File: config.mk
export PLATFORM = sky130hd
export DESIGN_NAME = sim_uart_tx_slave
export DESIGN_NICKNAME = d
export VERILOG_FILES = /design/src/rtl/sim_bus_pkg.sv /design/src/rtl/sim_sync_fifo.sv /design/src/rtl/sim_uart_tx_slave.sv
export SDC_FILE = /design/constraint.sdc
export NUM_CORES = 1
export LEC_CHECK = 0
export BUFFER_PORTS_ARGS = -buffer_cell sky130_fd_sc_hd__buf_4
export CAP_MARGIN = 20
export CORE_ASPECT_RATIO = 0.9
export CORE_MARGIN = 5
export CORE_UTILIZATION = 50
export CTS_CLUSTER_SIZE = 40
export DETAILED_ROUTE_END_ITERATION = 10
export HOLD_SLACK_MARGIN = 0.03
export PLACE_DENSITY = 0.72
export RECOVER_POWER = 50
export SLEW_MARGIN = 20
export SYNTH_ARGS = -nofsm -noshare
export SYNTH_HDL_FRONTEND = slang
export SYNTH_SLANG_ARGS = --single-unit
File: constraint.sdc
create_clock -name clk_i -period 3.8 [get_ports clk_i]
set_input_delay 0.38 -clock clk_i [delete_from_list [all_inputs] [get_ports clk_i]]
set_output_delay 0.38 -clock clk_i [all_outputs]
set_load 0.005 [all_outputs]
File: src/rtl/sim_bus_pkg.sv
// Shared definitions for the simulation debug-bus slaves: register offsets,
// response codes, UART serializer state encoding and STATUS word layout.
package sim_bus_pkg;

  localparam logic [3:0] TXDATA = 4'h0;
  localparam logic [3:0] STATUS = 4'h4;

  localparam logic [1:0] RESP_OKAY   = 2'b00;
  localparam logic [1:0] RESP_SLVERR = 2'b10;

  typedef enum logic [1:0] {
    IDLE  = 2'd0,
    START = 2'd1,
    DATA  = 2'd2,
    STOP  = 2'd3
  } uart_state_e;

  localparam int STAT_BUSY      = 0;
  localparam int STAT_FULL      = 1;
  localparam int STAT_EMPTY     = 2;
  localparam int STAT_COUNT_LSB = 8;

  // The debug bus presents register words with reversed byte order.
  function automatic logic [31:0] byte_swap32(input logic [31:0] w);
    return {w[7:0], w[15:8], w[23:16], w[31:24]};
  endfunction

endpackage

File: src/rtl/sim_sync_fifo.sv
// Single-clock circular FIFO with one extra pointer bit to tell full from empty.
// Read data is the head entry (first-word fall-through).
module sim_sync_fifo #(
  parameter int WIDTH = 8,
  parameter int DEPTH = 16
) (
  input  logic                     clk_i,
  input  logic                     rst_i,
  input  logic                     push_i,
  input  logic [WIDTH-1:0]         wdata_i,
  input  logic                     pop_i,
  output logic [WIDTH-1:0]         rdata_o,
  output logic                     full_o,
  output logic                     empty_o,
  output logic [$clog2(DEPTH):0]   count_o
);

  localparam int AW = $clog2(DEPTH);

  logic [WIDTH-1:0] mem_q [DEPTH];
  logic [AW:0]      wr_ptr_q, wr_ptr_d;
  logic [AW:0]      rd_ptr_q, rd_ptr_d;
  logic             do_push, do_pop;

  assign full_o  = (wr_ptr_q[AW] != rd_ptr_q[AW]) &&
                   (wr_ptr_q[AW-1:0] == rd_ptr_q[AW-1:0]);
  assign empty_o = (wr_ptr_q == rd_ptr_q);
  assign count_o = wr_ptr_q - rd_ptr_q;
  assign rdata_o = mem_q[rd_ptr_q[AW-1:0]];

  always_comb begin
    do_push  = push_i & ~full_o;
    do_pop   = pop_i & ~empty_o;
    wr_ptr_d = wr_ptr_q;
    rd_ptr_d = rd_ptr_q;
    if (do_push) wr_ptr_d = wr_ptr_q + (AW+1)'(1);
    if (do_pop)  rd_ptr_d = rd_ptr_q + (AW+1)'(1);
  end

  always_ff @(posedge clk_i) begin
    if (rst_i) begin
      wr_ptr_q <= '0;
      rd_ptr_q <= '0;
    end else begin
      wr_ptr_q <= wr_ptr_d;
      rd_ptr_q <= rd_ptr_d;
    end
  end

  always_ff @(posedge clk_i) begin
    if (do_push) mem_q[wr_ptr_q[AW-1:0]] <= wdata_i;
  end

endmodule

File: src/rtl/sim_uart_tx_slave.sv
// Debug-bus UART transmit slave: TXDATA writes queue characters, STATUS reads
// report progress, uart_all_done flags that the line has drained.
// Define SIM_UART_PRINT_EN to also echo each popped character to the console.
module sim_uart_tx_slave
  import sim_bus_pkg::*;
#(
  parameter int          CLKS_PER_BIT        = 4,
  parameter int          FIFO_DEPTH          = 16,
  parameter logic [27:0] BASE_ADDR_HI        = 28'he000_ffe,
  parameter bit          ASSUMED_TRANSACTION = 1'b0
) (
  input  logic        clk_i,
  input  logic        rst_i,
  input  logic [4:0]  bus_burstcount,
  input  logic [31:0] bus_writedata,
  input  logic [31:0] bus_address,
  input  logic        bus_write,
  input  logic        bus_read,
  input  logic [3:0]  bus_byteenable,
  output logic        s_waitrequest,
  output logic [31:0] s_readdata,
  output logic        s_readdatavalid,
  output logic        s_writeresponsevalid,
  output logic [1:0]  s_response,
  output logic        uart_tx_o,
  output logic        uart_all_done
);

  localparam int                AW       = $clog2(FIFO_DEPTH);
  localparam int                CNT_W    = $clog2(CLKS_PER_BIT);
  localparam logic [CNT_W-1:0]  CNT_LAST = CNT_W'(CLKS_PER_BIT - 1);

  logic [3:0]  offset;
  logic        sel, wr_acc, rd_acc, burst_err, req_err, push;
  logic        fifo_full, fifo_empty, pop;
  logic [7:0]  fifo_rdata;
  logic [AW:0] fifo_count;
  logic [31:0] status_w;
  logic        unused_bits;

  logic        rdv_q, rdv_d, wrv_q, wrv_d;
  logic [1:0]  resp_q, resp_d;
  logic [31:0] rdata_q, rdata_d;

  uart_state_e      state_q, state_d;
  logic [CNT_W-1:0] cnt_q, cnt_d;
  logic [2:0]       bit_q, bit_d;
  logic [7:0]       shift_q, shift_d;
  logic             tx_q, tx_d;
  logic             done_q, done_d;
  logic             bit_done;

  assign unused_bits = ^{bus_writedata[23:0], bus_byteenable[2:0]};

  // Bus decode and accept
  assign offset        = bus_address[3:0];
  assign sel           = ASSUMED_TRANSACTION || (bus_address[31:4] == BASE_ADDR_HI);
  assign s_waitrequest = sel & bus_write & (offset == TXDATA) & fifo_full;
  assign wr_acc        = sel & bus_write & ~s_waitrequest;
  assign rd_acc        = sel & bus_read & ~bus_write;
  assign burst_err     = (bus_burstcount != 5'd1);
  assign req_err       = burst_err | (bus_read & bus_write);
  assign push          = wr_acc & (offset == TXDATA) & bus_byteenable[3] & ~burst_err;

  sim_sync_fifo #(
    .WIDTH (8),
    .DEPTH (FIFO_DEPTH)
  ) u_fifo (
    .clk_i   (clk_i),
    .rst_i   (rst_i),
    .push_i  (push),
    .wdata_i (bus_writedata[31:24]),
    .pop_i   (pop),
    .rdata_o (fifo_rdata),
    .full_o  (fifo_full),
    .empty_o (fifo_empty),
    .count_o (fifo_count)
  );

  always_comb begin
    status_w                            = '0;
    status_w[STAT_BUSY]                 = (state_q != IDLE);
    status_w[STAT_FULL]                 = fifo_full;
    status_w[STAT_EMPTY]                = fifo_empty;
    status_w[STAT_COUNT_LSB +: 8]       = 8'(fifo_count);
  end

  always_comb begin
    wrv_d   = wr_acc;
    rdv_d   = rd_acc;
    resp_d  = ((wr_acc | rd_acc) & req_err) ? RESP_SLVERR : RESP_OKAY;
    rdata_d = rdata_q;
    if (rd_acc) rdata_d = (offset == STATUS) ? byte_swap32(status_w) : '0;
  end

  // Response stage: one cycle after accept
  always_ff @(posedge clk_i) begin
    if (rst_i) begin
      rdv_q   <= 1'b0;
      wrv_q   <= 1'b0;
      resp_q  <= RESP_OKAY;
      rdata_q <= '0;
    end else begin
      rdv_q   <= rdv_d;
      wrv_q   <= wrv_d;
      resp_q  <= resp_d;
      rdata_q <= rdata_d;
    end
  end

  assign bit_done = (cnt_q == CNT_LAST);

  always_ff @(posedge clk_i) begin
    if (rst_i) state_q <= IDLE;
    else       state_q <= state_d;
  end

  always_comb begin
    state_d = state_q;
    case (state_q)
      IDLE:    if (!fifo_empty) state_d = START;
      START:   if (bit_done) state_d = DATA;
      DATA:    if (bit_done && bit_q == 3'd7) state_d = STOP;
      STOP:    if (bit_done) state_d = IDLE;
      default: state_d = IDLE;
    endcase
  end

  always_comb begin
    pop     = 1'b0;
    tx_d    = 1'b1;
    cnt_d   = bit_done ? '0 : cnt_q + CNT_W'(1);
    bit_d   = bit_q;
    shift_d = shift_q;
    done_d  = fifo_empty & (state_q == IDLE);
    case (state_q)
      IDLE: begin
        cnt_d = '0;
        bit_d = '0;
        if (!fifo_empty) begin
          pop     = 1'b1;
          shift_d = fifo_rdata;
        end
      end
      START: tx_d = 1'b0;
      DATA: begin
        tx_d = shift_q[0];
        if (bit_done) begin
          shift_d = shift_q >> 1;
          bit_d   = bit_q + 3'd1;
        end
      end
      default: tx_d = 1'b1;
    endcase
  end

  // Line stage: serial output and drain flag are registered
  always_ff @(posedge clk_i) begin
    if (rst_i) begin
      cnt_q  <= '0;
      bit_q  <= '0;
      tx_q   <= 1'b1;
      done_q <= 1'b1;
    end else begin
      cnt_q  <= cnt_d;
      bit_q  <= bit_d;
      tx_q   <= tx_d;
      done_q <= done_d;
    end
  end

  always_ff @(posedge clk_i) begin
    shift_q <= shift_d;
  end

`ifdef SIM_UART_PRINT_EN
  always @(posedge clk_i) begin
    if (!rst_i && pop) begin
      $write("%c", fifo_rdata);
    end
  end
`else
  // Characters are observable only on uart_tx_o in this build.
`endif

  assign s_readdata           = rdata_q;
  assign s_readdatavalid      = rdv_q;
  assign s_writeresponsevalid = wrv_q;
  assign s_response           = resp_q;
  assign uart_tx_o            = tx_q;
  assign uart_all_done        = done_q;

endmodule

Word level (Yosys, flattened, before mapping)
Memories as Yosys holds them, arrays and structs flattened. A register that Yosys moved wholly into a read port is not among the register bits.
Cells that the tools add are included.
- flip-flop bits (word level): 63
- memory bits (writable): 128
- bits of input ports: 77
- output and inout bits: 39
- logic and storage cells: 84
- memories: 1
- memory list (name ; words ; width ; read ports ; clocked after memory_dff ; wr ports ; RTL line ; source):
    u_fifo.mem_q ; 16 ; 8 ; 1 ; 1 ; 1 ; sim_sync_fifo.sv:20 ; logic [WIDTH-1:0] mem_q [DEPTH];
- $add $sub $neg: 5
- eq/ne operators: 16
- muxes and demuxes: 19
- bitwise gates (word level): 21
- reduce and logical (&&, ||, !) cells: 10
- operators by type and width (kind ; number):
    28-bit equality test, second input constant ; 1
    27-bit 2-to-1 mux ; 1
    8-bit 2-to-1 mux ; 2
    8-bit case mux with 2 select lines ; 1
    1-bit bitwise AND ; 14
    5-bit by 1-bit adder with 5-bit output, second input constant ; 2
    2-bit 2-to-1 mux ; 5
    2-bit inequality test, second input constant ; 5
    4-bit 2-to-1 mux ; 2
    2-bit case mux with 4 select lines ; 1
    2-bit equality test, second input constant ; 3
    3-bit case mux with 2 select lines ; 1
    5-bit equality test ; 1
    5-bit by 1-bit inequality test with 1-bit output, second input constant ; 1
    1-bit inverter ; 5
    5-bit subtractor ; 1
    4-bit by 3-bit equality test with 1-bit output, second input constant ; 1
    4-bit equality test ; 1
    4-bit logical NOT ; 1
    1-bit 2-to-1 mux ; 4
    4-bit AND reduction ; 1
    2-bit nonzero test ; 2
    3-bit by 1-bit adder with 3-bit output, second input constant ; 1
    3-bit equality test, second input constant ; 1
    11 further kinds ; 13

Longest topological paths before layout
- depth in word-level cells: 12
- depth in mapped cells: 8
- gate-level depth less buffers: 8

Cells and area by module
A second synthesis with hierarchy kept.
- cells, all modules: 456
- area, all modules: 7216.9 um^2
- by module, submodules not included (module ; times used ; cells each ; area an instance (um^2) ; seq. area each (um^2)):
    sim_sync_fifo ; 1 ; 304 ; 5659.2 ; 4124.0
    sim_uart_tx_slave ; 1 ; 152 ; 1557.7 ; 640.6

Least setup slack after synthesis
OpenSTA, ideal clock, no wires.
- path type: input -> register
- start: input port bus_address[17]
- end: memory u_fifo.mem_q[0][0], enable pin
- setup time: 0.395 ns
- data arrival time: 2.840 ns
- data required time: 3.405 ns
- setup slack: 0.566 ns
- stages on the path: 4
- path buffers: 0
- cell sequence: or4b_1 > or4_4 > or4_4 > nor4_1
- word-level cells in the longest chain between the ends: 12
- ends and longest elaborated chain (element ; RTL line ; source):
    start, declared ; sim_uart_tx_slave.sv:16 ; input logic [31:0] bus_address,
    28-bit equality test (*) ; sim_uart_tx_slave.sv:57 ; assign sel = ASSUMED_TRANSACTION || (bus_address[31:4] == BASE_ADDR_HI);
    1-bit bitwise AND (*) ; sim_uart_tx_slave.sv:58, sim_uart_tx_slave.sv:59 ;
    1-bit bitwise AND (2 in series) ; sim_uart_tx_slave.sv:58 ; assign s_waitrequest = sel & bus_write & (offset == TXDATA) & fifo_full;
    1-bit inverter ; sim_uart_tx_slave.sv:59 ; assign wr_acc = sel & bus_write & ~s_waitrequest;
    1-bit bitwise AND (*) ; sim_uart_tx_slave.sv:59 ;
    1-bit bitwise AND (*) (3 in series) ; sim_uart_tx_slave.sv:63 ; assign push = wr_acc & (offset == TXDATA) & bus_byteenable[3] & ~burst_err;
    1-bit bitwise AND (*) ; sim_sync_fifo.sv:32 ; do_push = push_i & ~full_o;
    1-bit 2-to-1 mux (*) ; sim_sync_fifo.sv:51 ; if (do_push) mem_q[wr_ptr_q[AW-1:0]] <= wdata_i;
    1-bit 2-to-1 mux (implied by the code) (*) ; sim_sync_fifo.sv:51 ;
    end, declared ; sim_sync_fifo.sv:20 ;
Mark *: on every way between the ends. The rest lies on a longest branch, timed or not.

Final worst setup path
- start: register state_q[0]
- end: register shift_q[4], enable pin
- word-level cells in the longest chain between the ends: 3
- elaborated cells on any way between the ends: 6
- classes of those cells: eq/ne: 3; reduce/logical: 3
- ends and longest elaborated chain (element ; RTL line ; source):
    start, declared ; sim_uart_tx_slave.sv:45 ; uart_state_e state_q, state_d;
    start signal, assigned ; sim_uart_tx_slave.sv:115 ; else state_q <= state_d;
    2-bit equality test or 2-bit logical NOT (tied branches) ; sim_uart_tx_slave.sv:136 ; case (state_q)
    2-bit inequality test (no line) or 2-bit nonzero test (tied branches) ; - ;
    3-bit AND reduction (no line) (*) ; - ;
    end signal, assigned ; sim_uart_tx_slave.sv:173 ; shift_q <= shift_d;
    end, declared ; sim_uart_tx_slave.sv:48 ; logic [7:0] shift_q, shift_d;
Marked as above.
A chain may end at the register's enable or synchronous reset.

==> flow_metrics.py <==
metrics = {
    "sta": {
        "max_freq_ghz": 0.355,
        "period_share_pct": 74.1,
        "rsz0062_at_grt": "false",
        "setup_tns_ps": 0,
        "setup_violations": 0,
        "period_minus_slack_ps": 2810,
        "slew_headroom_pct": 30.9,
        "holdWs_ps": 238,
        "worstMarginPinSlew_ps": 1040,
        "skew_ps": 12.0,
        "hold_violations": 0,
        "drv_slew": 0,
    },
    "synth": {
        "synth_fa_ha_area_share_pct": 3.01,
        "syn_avg_cell_area_um2": 15.6,
        "synth-compound-area-share_pct": 5.27,
        "syn_area_um2": 7310,
        "muxShareOfSynthArea_pct": 12.3,
        "synthesis.instances": 469,
        "async_flop_share_pct": 0,
        "synthFlopType": "edfxtp_1",
        "ys_seq_elements": 170,
        "synth_xor_area_share_pct": 0.719,
        "synth-simple-area-share_pct": 8.85,
        "synth.distinct_cells": 56,
        "synth_top_family_by_area": "multiplexers",
        "ys_seq_area_share_pct": 65.2,
        "ys_warn_count": 0,
        "synth-edff-count": 136,
    },
    "detailed_routing": {
        "ant_nets": 0,
        "detail_route.first_pass.iterations": 7,
        "drt_first_iter_violations": 424,
        "wl_per_cell_um": 19.9,
        "vias_per_cell": 5.63,
        "wl_um": 15100,
        "drc": 0,
        "vias": 4269,
    },
    "finish": {
        "diodes": 0,
        "instances_no_fill": 758,
        "final_util_pct": 58.8,
        "fillers": 1095,
        "nNetsFinal": 641,
        "final_layout_size_suffix_gt1_share_pct": 26.8,
        "area.growth.synth_to_final_pct": 16.6,
    },
    "grt": {
        "grt_max_degree": 38,
        "grt_remaining_overflow": 0,
        "grt_pass1_wl_um": 23800,
        "antenna_found_initial": 0,
        "grt_use_total_pct": 18.6,
        "grt_pass1_vias": 4241,
    },
    "cts": {
        "post_cts_buffers": 0,
        "clkTransAtPathRegs_ps": 60,
        "cts_hold_buf": 0,
        "max-clock-path-buffers": 2,
        "numClockSinks": 170,
        "cts_buffers": 17,
        "cts_resized": 0,
        "cts_tree": "done",
        "htree_levels": 4,
        "clk_latency_ps": 430,
        "clockRootBuffer": "clkbuf_16",
    },
    "power_and_ir_drop": {
        "ir_drop_mv": 0.423,
        "power.leakage_nw": 2.87,
        "power_density_nw_per_um2": 533,
        "fin_total_pwr_w": 0.00454,
    },
    "setup_path": {
        "critPathCaptureType": "flip-flop",
        "worstPathRequired_ps": 3840,
        "cp-start-kind": "flip-flop",
        "cp_cell_sequence": "inv_1 > ha_1 > clkbuf_1 > mux2i_1 > a21oi_1",
        "arrival_ps": 2860,
        "crit_family": "buffers and inverters",
        "cpPeakStageDelay_ps": 790,
        "critPathSlowestCell": "a21oi_1",
        "crit_type": "flip-flop to flip-flop",
        "crit_fanout": 23,
        "crit_buf_inv": 2,
    },
    "place": {
        "dp.cells": 726,
        "dp_hpwl_um": 9920,
        "routabilityCongestion": 0.821,
        "port_buffers": 63,
    },
    "die": {
        "pin_count": 116,
        "rows": 42,
        "start_util_pct": 50.4,
        "die_h_um": 125,
        "die_x_um": 137,
        "dieArea_um2": 17100,
        "coreArea_um2": 14500,
    },
    "flow_run": {
        "drv_cap": 0,
    },
    "hold_path": {
        "hold_path_class": "input port to flip-flop",
    },
    "status": {
        "run_status": "finished clean",
    },
}
==> sequential cells by signal (all words and copies together) (netlist names), 2 cells and up, named ones only <==
signal / count
u_fifo.wr_ptr_q: 5
cnt_q: 2
u_fifo.rd_ptr_q: 5
s_readdata: 8
u_fifo.mem_q: 128
shift_q: 8
state_q: 2
bit_q: 3
==> layer usage <==
| layer | routed length, µm | share of wire (%) | vias to the layer above | GRT usage, % |
|---|---|---|---|---|
| li1 | - | - | 1959 | - |
| met1 | 6460 | 43 | 2147 | 26.2 |
| met2 | 7430 | 49 | 140 | 28.4 |
| met3 | 926 | 6.1 | 23 | 4.48 |
| met4 | 271 | 1.8 | 0 | 6.57 |
| met5 | 0 | 0 | - | 0 |
==> synthesized netlist by cell type, types with 2 or more instances <==
master | count | share of area (%)
or3_1 | 3 | 0.26
nand2b_1 | 5 | 0.43
xor2_1 | 3 | 0.36
a32oi_1 | 2 | 0.24
nand2_1 | 3 | 0.15
o22ai_1 | 7 | 0.60
dfxtp_1 | 34 | 9.3
or2_2 | 2 | 0.17
nor4b_1 | 4 | 0.48
nor4_1 | 11 | 0.94
nand4b_1 | 2 | 0.24
nor4_2 | 2 | 0.34
edfxtp_1 | 136 | 56
buf_2 | 4 | 0.27
inv_1 | 13 | 0.67
nand4_1 | 9 | 0.77
nand3b_1 | 2 | 0.21
buf_1 | 3 | 0.15
buf_4 | 25 | 2.6
a21o_1 | 9 | 0.92
nand3_1 | 4 | 0.27
nor2b_1 | 8 | 0.68
or4_4 | 2 | 0.31
ha_1 | 16 | 2.7
xnor2_1 | 3 | 0.36
a211oi_1 | 7 | 0.72
clkbuf_1 | 16 | 0.82
mux2i_1 | 11 | 1.5
mux2_2 | 4 | 0.62
or4_1 | 4 | 0.41
nor2_1 | 21 | 1.1
a21oi_1 | 11 | 0.75
nor3_1 | 16 | 1.1
o21ai_0 | 12 | 0.82
mux4_2 | 33 | 10
or3b_2 | 2 | 0.24
==> placed cells by master, fill, tap and decap left out, types with 13 or more instances in the layout <==
cell type	count
clkbuf_1	13
conb_1	25
nor2_1	21
clkbuf_16	17
ha_1	16
inv_1	13
dfxtp_1	33
nor3_1	16
mux4_2	33
buf_4	61
edfxtp_1	136
==> logic make-up (layout without fill, tap and decap cells) <==
group	count (synthesis)	count (layout)
compound gates	58	58
xor+xnor	6	6
fa+ha+maj	17	17
buf+inv	62	129
flops	170	170
mux	48	48
other cells	1	25
simple gates	107	107
==> through the flow <==
step	area (µm²)	worst slack, ps
floorplan	7400	566
global placement	7990	706
detailed placement	7990	647
CTS	8560	1060
global route	8520	694
finish	8520	985
==> path summary, 6_finish.rpt <==
path                            startpoint            end  slack, ps  depth (start not counted)
worst max-delay path            state_q[0]     shift_q[4]        990                          5
worst min-delay path              bus_read  s_response[1]        240                          3
worst max register to register  state_q[0]     shift_q[4]        990                          5
worst min register to register    cnt_q[0]       cnt_q[0]        430                          1
==> area by class of cell <==
class / count / area [µm²] / area share (%)
timing repair buffer: 84 / 589 / 6.91
inverter: 13 / 48.8 / 0.573
clock buffer: 19 / 433 / 5.08
sequential: 170 / 4770 / 55.9
tap: 198 / 248 / 2.91
multi-input combinational: 261 / 2300 / 27.0
clock inverter: 13 / 141 / 1.66
==> where the power goes <==
part	switching (W)	total, W	internal (W)
registers	0.000107	0.00221	0.00211
logic	0.000289	0.000639	0.000350
clock network	0.000714	0.00169	0.000973
total	0.00111	0.00454	0.00343
==> worst register-to-register path: cells and delay by family, from the launching register on <==
kind                       cells  cell delay, ps
buffers and inverters          2             860
AOI/OAI and AO/OA              1             790
DFF                            1             340
muxes                          1             310
adders and majority gates      1             140
Power figures use the tool's default switching activity.
